--- src/rtl/cpu_pkg.sv ---
// cpu_pkg -- shared definitions for the CPU pipeline stage barriers.
//   XLEN           : native datapath width, default payload width of a barrier
//   barrierState_t : state encoding of pipeline_barrier (EMPTY / FULL / SKID)
//   occupancyOf()  : number of payloads held in a given barrier state
package cpu_pkg;

    localparam int XLEN = 32;

    typedef enum logic [1:0] {
        BARRIER_EMPTY = 2'd0,
        BARRIER_FULL  = 2'd1,
        BARRIER_SKID  = 2'd2
    } barrierState_t;

    function automatic logic [1:0] occupancyOf(input barrierState_t s);
        case (s)
            BARRIER_FULL: return 2'd1;
            BARRIER_SKID: return 2'd2;
            default:      return 2'd0;
        endcase
    endfunction

endpackage

--- src/rtl/barrier_data_reg.sv ---
// barrier_data_reg -- enabled payload register with asynchronous reset value.
//   clk   : clock, captures d on rising edge when en is high
//   rst_n : asynchronous active-low reset, loads RESET_DATA
//   en    : load enable
//   d     : next payload (WIDTH bits)
//   q     : held payload (WIDTH bits)
module barrier_data_reg #(
    parameter int               WIDTH      = 32,
    parameter logic [WIDTH-1:0] RESET_DATA = '0
) (
    input  logic             clk,
    input  logic             rst_n,
    input  logic             en,
    input  logic [WIDTH-1:0] d,
    output logic [WIDTH-1:0] q
);

    // NOTE: payload storage is reset too, so outData shows a defined value
    // (RESET_DATA) while the barrier is empty rather than X after power-up.
    // NOTE: non-blocking assignment keeps every register sampling the
    // pre-edge values regardless of block evaluation order.
    always_ff @(posedge clk or negedge rst_n) begin
        if (!rst_n) begin
            q <= RESET_DATA;
        end else if (en) begin
            q <= d;
        end
    end

endmodule

--- src/rtl/pipeline_barrier.sv ---
// pipeline_barrier -- valid/ready stage barrier with one-cycle latency.
//   clk, rst_n         : clock, asynchronous active-low reset
//   inValid/inReady    : upstream handshake, inData is the payload
//   outValid/outReady  : downstream handshake, outData is the payload
//   flush              : synchronous squash of every held entry
//   occupancy          : held entries (0..1, or 0..2 with the skid entry)
// Build option: define PIPELINE_BARRIER_SKID_EN to add a second (skid) entry,
// which makes inReady a registered signal with no path from outReady.
module pipeline_barrier
    import cpu_pkg::*;
#(
    parameter int               WIDTH             = XLEN,
    parameter logic [WIDTH-1:0] RESET_DATA        = '0,
    parameter bit               FLUSH_CLEARS_DATA = 1'b1
) (
    input  logic             clk,
    input  logic             rst_n,
    input  logic             inValid,
    output logic             inReady,
    input  logic [WIDTH-1:0] inData,
    output logic             outValid,
    input  logic             outReady,
    output logic [WIDTH-1:0] outData,
    input  logic             flush,
    output logic [1:0]       occupancy
);

    barrierState_t    state, stateNext;
    logic             inXfer, outXfer;
    logic             mainEn;
    logic [WIDTH-1:0] mainD;
`ifdef PIPELINE_BARRIER_SKID_EN
    logic             skidEn;
    logic [WIDTH-1:0] skidD, skidQ;
    logic             inReadyReg;
`endif

    assign outValid  = (state != BARRIER_EMPTY);
    assign inXfer    = inValid & inReady;
    assign outXfer   = outValid & outReady;
    assign occupancy = occupancyOf(state);

    always_ff @(posedge clk or negedge rst_n) begin
        if (!rst_n) begin
            state <= BARRIER_EMPTY;
        end else begin
            state <= stateNext;
        end
    end

    always_comb begin
        // NOTE: every output of this block is given a default first so no
        // path through the case leaves it unassigned (which would infer a latch).
        stateNext = state;
        mainEn    = 1'b0;
        mainD     = inData;
`ifdef PIPELINE_BARRIER_SKID_EN
        skidEn    = 1'b0;
        skidD     = inData;
`endif
        if (flush) begin
            // Squash wins over any handshake in the same cycle; an accepted
            // input is dropped on the floor.
            stateNext = BARRIER_EMPTY;
            mainEn    = FLUSH_CLEARS_DATA;
            mainD     = RESET_DATA;
`ifdef PIPELINE_BARRIER_SKID_EN
            skidEn    = FLUSH_CLEARS_DATA;
            skidD     = RESET_DATA;
`endif
        end else begin
            case (state)
                BARRIER_EMPTY: begin
                    if (inXfer) begin
                        stateNext = BARRIER_FULL;
                        mainEn    = 1'b1;
                    end
                end
                BARRIER_FULL: begin
                    if (inXfer && outXfer) begin
                        mainEn = 1'b1;
                    end else if (outXfer) begin
                        stateNext = BARRIER_EMPTY;
`ifdef PIPELINE_BARRIER_SKID_EN
                    end else if (inXfer) begin
                        // Downstream stalled this cycle: park the new payload
                        // behind the one being presented.
                        stateNext = BARRIER_SKID;
                        skidEn    = 1'b1;
`endif
                    end
                end
`ifdef PIPELINE_BARRIER_SKID_EN
                BARRIER_SKID: begin
                    // inReady is low here, so only the drain case exists.
                    if (outXfer) begin
                        stateNext = BARRIER_FULL;
                        mainEn    = 1'b1;
                        mainD     = skidQ;
                    end
                end
`endif
                default: stateNext = BARRIER_EMPTY;
            endcase
        end
    end

    barrier_data_reg #(
        .WIDTH      (WIDTH),
        .RESET_DATA (RESET_DATA)
    ) u_mainReg (
        .clk   (clk),
        .rst_n (rst_n),
        .en    (mainEn),
        .d     (mainD),
        .q     (outData)
    );

`ifdef PIPELINE_BARRIER_SKID_EN
    barrier_data_reg #(
        .WIDTH      (WIDTH),
        .RESET_DATA (RESET_DATA)
    ) u_skidReg (
        .clk   (clk),
        .rst_n (rst_n),
        .en    (skidEn),
        .d     (skidD),
        .q     (skidQ)
    );

    // Registered ready: high unless the next state has both entries used.
    always_ff @(posedge clk or negedge rst_n) begin
        if (!rst_n) begin
            inReadyReg <= 1'b1;
        end else begin
            inReadyReg <= (stateNext != BARRIER_SKID);
        end
    end

    // flush keeps upstream moving; there is no outReady term.
    assign inReady = inReadyReg | flush;
`else
    assign inReady = !outValid | outReady | flush;
`endif

endmodule
--- config.mk ---
export PLATFORM = sky130hd
export DESIGN_NAME = pipeline_barrier
export DESIGN_NICKNAME = d
export VERILOG_FILES = /design/src/rtl/cpu_pkg.sv /design/src/rtl/barrier_data_reg.sv /design/src/rtl/pipeline_barrier.sv
export SDC_FILE = /design/constraint.sdc
export NUM_CORES = 1
export LEC_CHECK = 0
export BUFFER_PORTS_ARGS = -buffer_cell sky130_fd_sc_hd__buf_2
export CAP_MARGIN = 20
export CORE_MARGIN = 1.5
export CORE_UTILIZATION = 37
export CTS_CLUSTER_DIAMETER = 120
export DETAILED_ROUTE_END_ITERATION = 10
export HOLD_SLACK_MARGIN = 0.06
export PLACE_DENSITY = 0.64
export SYNTH_ARGS = -nofsm -noshare
export SYNTH_HDL_FRONTEND = slang
export SYNTH_SLANG_ARGS = --single-unit
--- constraint.sdc ---
create_clock -name clk -period 1.1 [get_ports clk]
set_input_delay 0.055 -clock clk [delete_from_list [all_inputs] [get_ports clk]]
set_output_delay 0.055 -clock clk [all_outputs]
set_load 0.01 [all_outputs]
Word level (Yosys, flattened, before mapping)

Cells that the tools add are included.

Flip-flop bits (word level): 34
Output and inout bits: 36
Logic and storage cells: 27

Equality and inequality tests: 5
Multiplexer cells: 11
Bitwise logic cells: 4
Reductions and logical operators: 5

Operators with widths:

| kind                                                                  | count |
|---|---|
| 32-bit two-way mux                                                    | 1 |
| 3-bit != test, second input constant                                  | 3 |
| 2-bit two-way mux                                                     | 4 |
| 2-bit one-hot mux with 2 select lines                                 | 2 |
| 1-bit two-way mux                                                     | 3 |
| 3-bit AND reduction                                                   | 1 |
| 1-bit bitwise AND                                                     | 2 |
| 2-bit by 1-bit equality test with 1-bit output, second input constant | 1 |
| 2-bit equality test, second input constant                            | 1 |
| 2-bit zero test                                                       | 1 |
| 1-bit OR                                                              | 2 |
| 1-bit one-hot mux with 2 select lines                                 | 1 |
| 2-bit nonzero test                                                    | 1 |
| 1-bit logical AND                                                     | 1 |
| 1-bit zero test                                                       | 1 |

Logic depth before layout (Yosys ltp)

Gate-level depths: netlist of run 1.

Word-level depth: 9
Gate-level depth with buffers: 5
Mapped depth without buffers: 3

Cells and area by module

From an unflattened synthesis of run 1, not the netlist that was laid out.

Cells, all modules: 112
Area, all modules: 1640.3 um2

By module, submodules not included:

| module           | times used | cells each | area an instance (um2) | sequential area each (um2) |
|---|---|---|---|---|
| barrier_data_reg | 1          | 68         | 1345.0                 | 800.8 |
| pipeline_barrier | 1          | 44         | 295.3                  | 25.0 |

Worst setup path before layout of run 1

OpenSTA, ideal clock, no wires.

Path kind: register to register
Start point: register state[0]
End point: register u_mainReg.q[0]
Library setup time: 79 ps
Arrival time: 1089 ps
Data required time: 1021 ps
Setup slack: -68 ps
Stages on the path, launching flop included: 6
Buffers on the path: 2
Clock period less this slack: 1168 ps
Cells stage by stage: dfrtp_1 nor2b_4 nor2b_2 buf_6 buf_12 mux2i_1

Cells in the longest elaborated chain, start to end: 9

Ends and longest elaborated chain:

| element                                 | RTL line                | RTL |
|---|---|---|
| start, declared                         | pipeline_barrier.sv:28  | `barrierState_t state, stateNext;` |
| start signal, assigned                  | pipeline_barrier.sv:47  | `state <= stateNext;` |
| 2-bit nonzero test                      | pipeline_barrier.sv:38  | `assign outValid = (state != BARRIER_EMPTY);` |
| 1-bit zero test                         | pipeline_barrier.sv:143 | `assign inReady = !outValid \| outReady \| flush;` |
| 1-bit OR (2 in a row)                   | pipeline_barrier.sv:143 |  |
| 1-bit bitwise AND                       | pipeline_barrier.sv:39  | `assign inXfer = inValid & inReady;` |
| 1-bit logical AND                       | pipeline_barrier.sv:80  | `if (inXfer && outXfer) begin` |
| 1-bit two-way mux                       | pipeline_barrier.sv:80  |  |
| 1-bit one-hot mux with 2 select lines * | pipeline_barrier.sv:72  | `case (state)` |
| 1-bit two-way mux *                     | pipeline_barrier.sv:61  | `if (flush) begin` |
| end signal, assigned                    | barrier_data_reg.sv:24  | `q <= RESET_DATA;` |
| end signal, assigned                    | barrier_data_reg.sv:26  | `q <= d;` |
| end, declared                           | barrier_data_reg.sv:15  | `output logic [WIDTH-1:0] q` |

Mark *: on every way between the ends. The rest lies on a longest branch, timed or not.
A chain may end at the register's enable or synchronous reset.

Worst setup path in the final report of run 1

Start point: register state[0]
End point: output inReady

Cells in the longest elaborated chain, start to end: 4

Ends and longest elaborated chain:

| element               | RTL line                | RTL |
|---|---|---|
| 2-bit nonzero test    | pipeline_barrier.sv:38  |  |
| 1-bit zero test       | pipeline_barrier.sv:143 |  |
| 1-bit OR (2 in a row) | pipeline_barrier.sv:143 |  |
| end, declared         | pipeline_barrier.sv:19  | `output logic inReady,` |

No other way between the ends.

==> metrics.txt, run 1 <==
Die Area=between 0.005 and 0.006 sq mm; CTS Buf Count=5; worst clock skew=between 0.005 and 0.006 ns; RSZ-0062 raised after global routing=true; Leak=1.32 nW; global routing usage on met2=0.275; crit path kind=reg -> out; largest net degree at the start of global routing=27; Final Cell Area=between 0.002 and 0.003 sq mm; Reg2Reg Capture Point=u_mainReg.q[7]; status=complete, but fails checks; met3 GRT Util=0.0541; area added between synthesis and finish=50.7%; Worst Path Arrival=1.25 ns; Worst-path clk slew=~0.06 ns; min-delay src=flush; Starting Density=0.388; Min-Delay Endpoint=state[0]; Die W=70.8 um; H-tree depth=2; fmax=0.768 GHz; post-layout min period=1.30 ns; Ys Warns=0; post-synthesis instance area=0.00170 sq mm; Worst Hold Class=in -> reg; final hold violations=0; GP Congestion=a little under 0.7; Port Buffers=just over 70; Overall Power=approximately 2.8 mW; worst flop-to-flop path startpoint=state[0]; commonest non-fill, non-tap cell in the layout=buf_2; CTS tree=yes; hold depth=2; Most Used Layer, Global Route=met2; Iteration-0 DRC Markers=about 60; setup ws final=-0.202 ns; Worst VDD drop=around 0.67 mV; aggregate global routing overflow=0; most frequent cells in the layout=71 x buf_2, 64 x nand2b_1, 34 x dlygate4sd3_1, 33 x dfrtp_1, 31 x mux2i_1; worst-path cell chain=nor2b_4 -> buf_6 -> or2b_1 -> buf_2; critical path required time=~1.0 ns; Post-DP HPWL=~2300 um; nature of the critical path startpoint=flip-flop; fin nets=between 200 and 300; average wire per standard cell=~12 um; DRT Pass-1 Iters=4; internal reg-to-reg setup slack=-0.12 ns; final WL=approximately 3800 um; row count=24; first-pass GRT wire length=6430 um; max capacitance violation total=0; grt met1 use=0.201; flops & latches, synth=33; antenna-violating nets left=0; critical path capture point type=primary output; worst-skew pair later-pin latency=between 0.2 and 0.3 ns; Die Y=a little over 70 um; Post-Place Setup Slack=-0.0669 ns; sequential share of the synthesized area=0.485; clock sinks=33; period utilisation layout=1.18; crit path max fanout=2; via count=~1,300; Worst Reg-to-Reg Cells=4; dpl cell area=0.00210 sq mm; synthesized instance count=148; CTS Buffer Depth=2; unique cell type count in the Yosys netlist=13; post-synth net total=around 190; Mean Syn Cell Area=11.5 sq um; CTS root buf=clkbuf_8; Crit path largest cell delay=0.34 ns; Inserted Diodes=0; Core Box Area=about 0.0044 sq mm; vias in the first global route=~1,400; failing checks=negative setup slack; drt drc=0; initial antenna violation count=0; Power Dens Cells=around 1100 mW/mm^2; layout cell share with drive strength beyond 1=0.350; GRT Overall Usage=0.165; CP max stage cell=dfrtp_1; final setup vio count=33; fin. max-slew vios=0; Vias per Instance=between 4 and 5; io pins=73
==> stage by stage <==
step	cells	hold slack, ns	utilization	TNS (ns)
floorplan	148	-0.241	-	-2.04
global placement	265	0.00159	0.480	-0.513
detailed placement	265	0.0137	0.480	-1.18
CTS	311	0.110	0.595	-4.81
global route	309	0.154	0.585	-4.77
finish	309	0.120	0.585	-2.91
==> layer usage <==
metal | share of wire | vias up
li1 | - | 678
met1 | 0.45 | 618
met2 | 0.48 | 47
met3 | 0.061 | 6
met4 | 0.014 | 0
met5 | 0 | -
==> worst max-delay path by stage <==
stage                  start               to  slack, ns  depth (start not counted)
floorplan           state[0]   u_mainReg.q[0]      -0.07                          5
global placement    state[0]  u_mainReg.q[14]      -0.04                          4
detailed placement  state[0]   u_mainReg.q[7]      -0.07                          4
CTS                 state[0]          inReady      -0.22                          4
global route        state[0]          inReady      -0.26                          4
finish              state[0]          inReady      -0.20                          4
==> worst max-delay path, delay by kind of cell, from the launching register on <==
family,cells,cell delay [ns]
buf+inv,2,0.24
flops,1,0.34
simple gates,2,0.39
==> cells by family after synthesis <==
kind of cell,count (synthesis),share of synthesized area
simple gates,69,0.257
flops,33,0.485
mux,32,0.188
buf+inv,13,0.0669
other cells,1,0.00220
==> flip-flops by register name, summed over array words and instances, names as in the netlist <==
register / cells
u_mainReg.q: 32
state: 1
==> power breakdown <==
| part | total, mW | switching (mW) | internal (mW) |
|---|---|---|---|
| clock | 0.870 | 0.432 | 0.438 |
| sequential | 1.33 | 0.0403 | 1.29 |
| combinational | 0.595 | 0.252 | 0.342 |
| total | 2.79 | 0.725 | 2.07 |
==> repair_timing <==
action                     CTS  global route
hold endpoints to repair    66             0
setup endpoints to repair   33            33
gates cloned                 2             0
buffers inserted             2             1
gates resized for setup      5             3
hold buffers                34             0
==> final cells by class <==
class                   count  area (sq um)
clock buffers               6          72.6
well taps                  52          65.1
fillers                   369          1820
clock inverters             2          10.0
repair buffers            114           820
multi-input cells         102           771
flip-flops and latches     33           826
==> cells in the mapped netlist <==
| cell type | n | area (sq um) |
|---|---|---|
| nand2b_1 | 64 | 400 |
| dfrtp_1 | 33 | 826 |
| mux2i_1 | 32 | 320 |
| clkbuf_1 | 6 | 22.5 |
| buf_12 | 3 | 60.1 |
| buf_4 | 2 | 15.0 |
| nor2_1 | 2 | 7.51 |
| buf_2 | 1 | 5.00 |
| buf_6 | 1 | 11.3 |
| conb_1 | 1 | 3.75 |
| nor2b_2 | 1 | 8.76 |
| nor2b_4 | 1 | 13.8 |
| or2b_1 | 1 | 7.51 |
No activity file was read; power rests on OpenSTA's default activity.
==> run 2: changes to the inputs <==
--- a/config.mk
+++ b/config.mk
@@ -12,7 +12,7 @@
 export CTS_CLUSTER_DIAMETER = 120
 export DETAILED_ROUTE_END_ITERATION = 10
 export HOLD_SLACK_MARGIN = 0.06
-export PLACE_DENSITY = 0.64
+export PLACE_DENSITY = 0.62
 export SYNTH_ARGS = -nofsm -noshare
 export SYNTH_HDL_FRONTEND = slang
 export SYNTH_SLANG_ARGS = --single-unit
==> constraint.sdc (replaced) <==
create_clock -name clk -period 1.5 [get_ports clk]
set_input_delay 0.075 -clock clk [delete_from_list [all_inputs] [get_ports clk]]
set_output_delay 0.075 -clock clk [all_outputs]
set_load 0.01 [all_outputs]
==> metrics.txt, run 2 (same netlist as run 1, synthesis figures left out) <==
Biggest register=u_mainReg.q; clock sinks=33 (unchanged); CTS root buf=clkbuf_8; max FFs per register=32 (unchanged); GRT Overall Usage=0.150 (-0.0154); fmax=approximately 0.8 GHz; Core Box Area=0.00438 sq mm (unchanged); initial antenna violation count=0 (unchanged); met3 GRT Util=0.0655 (+0.0114); Crit path largest cell delay=0.36 ns (+0.02 ns); Iteration-0 DRC Markers=87 (+47%); fill cell count=379 (+2.7%); post-layout min period=around 1.3 ns; via count=1,287 (-4.6%); Worst VDD drop=0.343 mV (-48%); Starting Density=0.388 (unchanged); aggregate global routing overflow=0 (unchanged); Worst-path clk slew=0.06 ns (about the same); NetSw=0.506 mW (-30%); Port Buffers=71 (unchanged); final WL=3640 um (-4.3%); largest net degree at the start of global routing=34 (+26%); crit path max fanout=3 (+1); Leak=1.27 nW (-3.9%); global routing usage on met2=0.250 (-0.0249); fin. max-slew vios=0 (unchanged); drt drc=0 (unchanged); CTS tree=yes; RSZ-0062 raised after global routing=false; first-pass GRT wire length=5760 um (-10%); critical path capture point type=primary output; status=completed; dpl cells=262 (-1.1%); most frequent cells in the layout=71 x buf_2, 64 x nand2b_1, 33 x dfrtp_1, 32 x mux2i_1, 30 x dlygate4sd3_1; vias in the first global route=1,268 (-12%); max capacitance violation total=0 (unchanged); Die W=70.8 um (unchanged); Seq pwr share=0.478 (+0.002); row count=24 (unchanged); final non-filler cell total=299 (-3.2%); io pins=73 (unchanged); H-tree depth=2 (unchanged); Clock power frac=0.326 (+0.015); CTS Buf Count=5 (unchanged); Regs by FF count=u_mainReg.q (32), state (1); Comb power frac=0.196 (-0.017); average wire per standard cell=12.2 um (-1.1%); Post-CTS Setup Inserts=0 (-2); Power Dens Cells=831 mW/mm^2 (-24%); Worst Path Arrival=1.19 ns (-0.06 ns); worst clock skew=0.00392 ns (-0.00124 ns); Vias per Instance=4.30 (-1.4%); period utilisation layout=0.841; grt met1 use=0.174 (-0.0267); Most Used Layer, Global Route=met2; area added between synthesis and finish=44.3%; GP Congestion=0.670 (-1.3%); setup TNS=0 ns (+2.91 ns); antenna-violating nets left=0 (unchanged); Die Area=0.00501 sq mm (unchanged); crit path kind=reg -> out; critical path required time=1.42 ns (+0.38 ns); Die Y=70.8 um (unchanged); final hold violations=0 (unchanged); final setup vio count=0 (-100%); worst-skew pair later-pin latency=0.28 ns (about the same); CTS Buffer Depth=2 (unchanged); Worst Hold Class=in -> reg; nature of the critical path startpoint=flip-flop; layout cell share with drive strength beyond 1=0.336 (-0.0142); switching power share of the total=0.248 (-0.0113); Post-DP HPWL=2160 um (-7.8%); Inserted Diodes=0 (unchanged); CP max stage cell=dfrtp_1; commonest non-fill, non-tap cell in the layout=buf_2; DRT Pass-1 Iters=4 (unchanged); fin nets=284 (-3.1%); worst-path cell chain=nor2b_4 -> or2b_1 -> buf_2; internal power=1.53 mW (-26%)
## run 2: cell types whose count changed in the layout (fill, tap and decap cells not counted), sizes merged
cell / change
buf: -5
dlygate4sd3: -4
clkinv: -2
clkbuf: +1
## run 2: power by group through the flow
stage               Sequential, mW  Combinational (mW)  Clock [mW]
floorplan                     1.02               0.182           0
global placement             0.992               0.341           0
detailed placement           0.990               0.344           0
CTS                          0.975               0.402       0.683
global route                 0.982               0.437       0.731
finish                       0.975               0.399       0.664
## run 2: worst max-delay path, delay by kind of cell, from the launching register on
family,cells,cell delay (ns)
buf+inv,1,0.14
flops,1,0.36
simple gates,2,0.42
## run 2: layer usage
metal / wire [um] / vias up
met1: 1670 / 575
met3: 226 / 5
met2: 1710 / 45
met4: 41 / 0
met5: 0 / -
li1: - / 662
## run 2: worst paths after layout
kind / from / endpoint / slack (ns) / cells after the start
worst max-delay path: state[0] / inReady / 0.24 / 3
min in group asynchronous: rst_n / u_mainReg.q[13] / 0.28 / 3
worst max register to register: state[0] / u_mainReg.q[12] / 0.27 / 4
worst min register to register: u_mainReg.q[19] / u_mainReg.q[19] / 0.53 / 2
max in group asynchronous: rst_n / u_mainReg.q[9] / 1.04 / 3
worst min-delay path: inData[1] / u_mainReg.q[1] / 0.06 / 3
## run 2: through the flow
step	hold slack [ns]	instance area, sq um	worst slack (ns)	utilization	power (mW)
2_1_floorplan	-0.221	1700	0.332	-	1.20
3_3_place_gp	0.0481	2070	0.326	0.472	1.33
3_5_place_dp	0.0497	2070	0.296	0.472	1.33
4_1_cts	0.0603	2440	0.230	0.558	2.06
5_1_grt	0.0700	2450	0.171	0.560	2.15
6_report	0.0597	2450	0.238	0.560	2.04
## run 2: final cells by class
| type | count | area [sq um] | area share |
|---|---|---|---|
| Sequential cell | 33 | 826 | 0.336 |
| Timing Repair Buffer | 105 | 711 | 0.290 |
| Clock buffer | 7 | 86.3 | 0.0352 |
| Tap cell | 52 | 65.1 | 0.0265 |
| Multi-Input combinational cell | 102 | 767 | 0.312 |
## run 2: what timing repair did
item	in CTS	in global routing
resized for setup	0	0
hold endpoints to repair	61	1
endpoints found under the setup margin	0	0
hold buffers	29	1
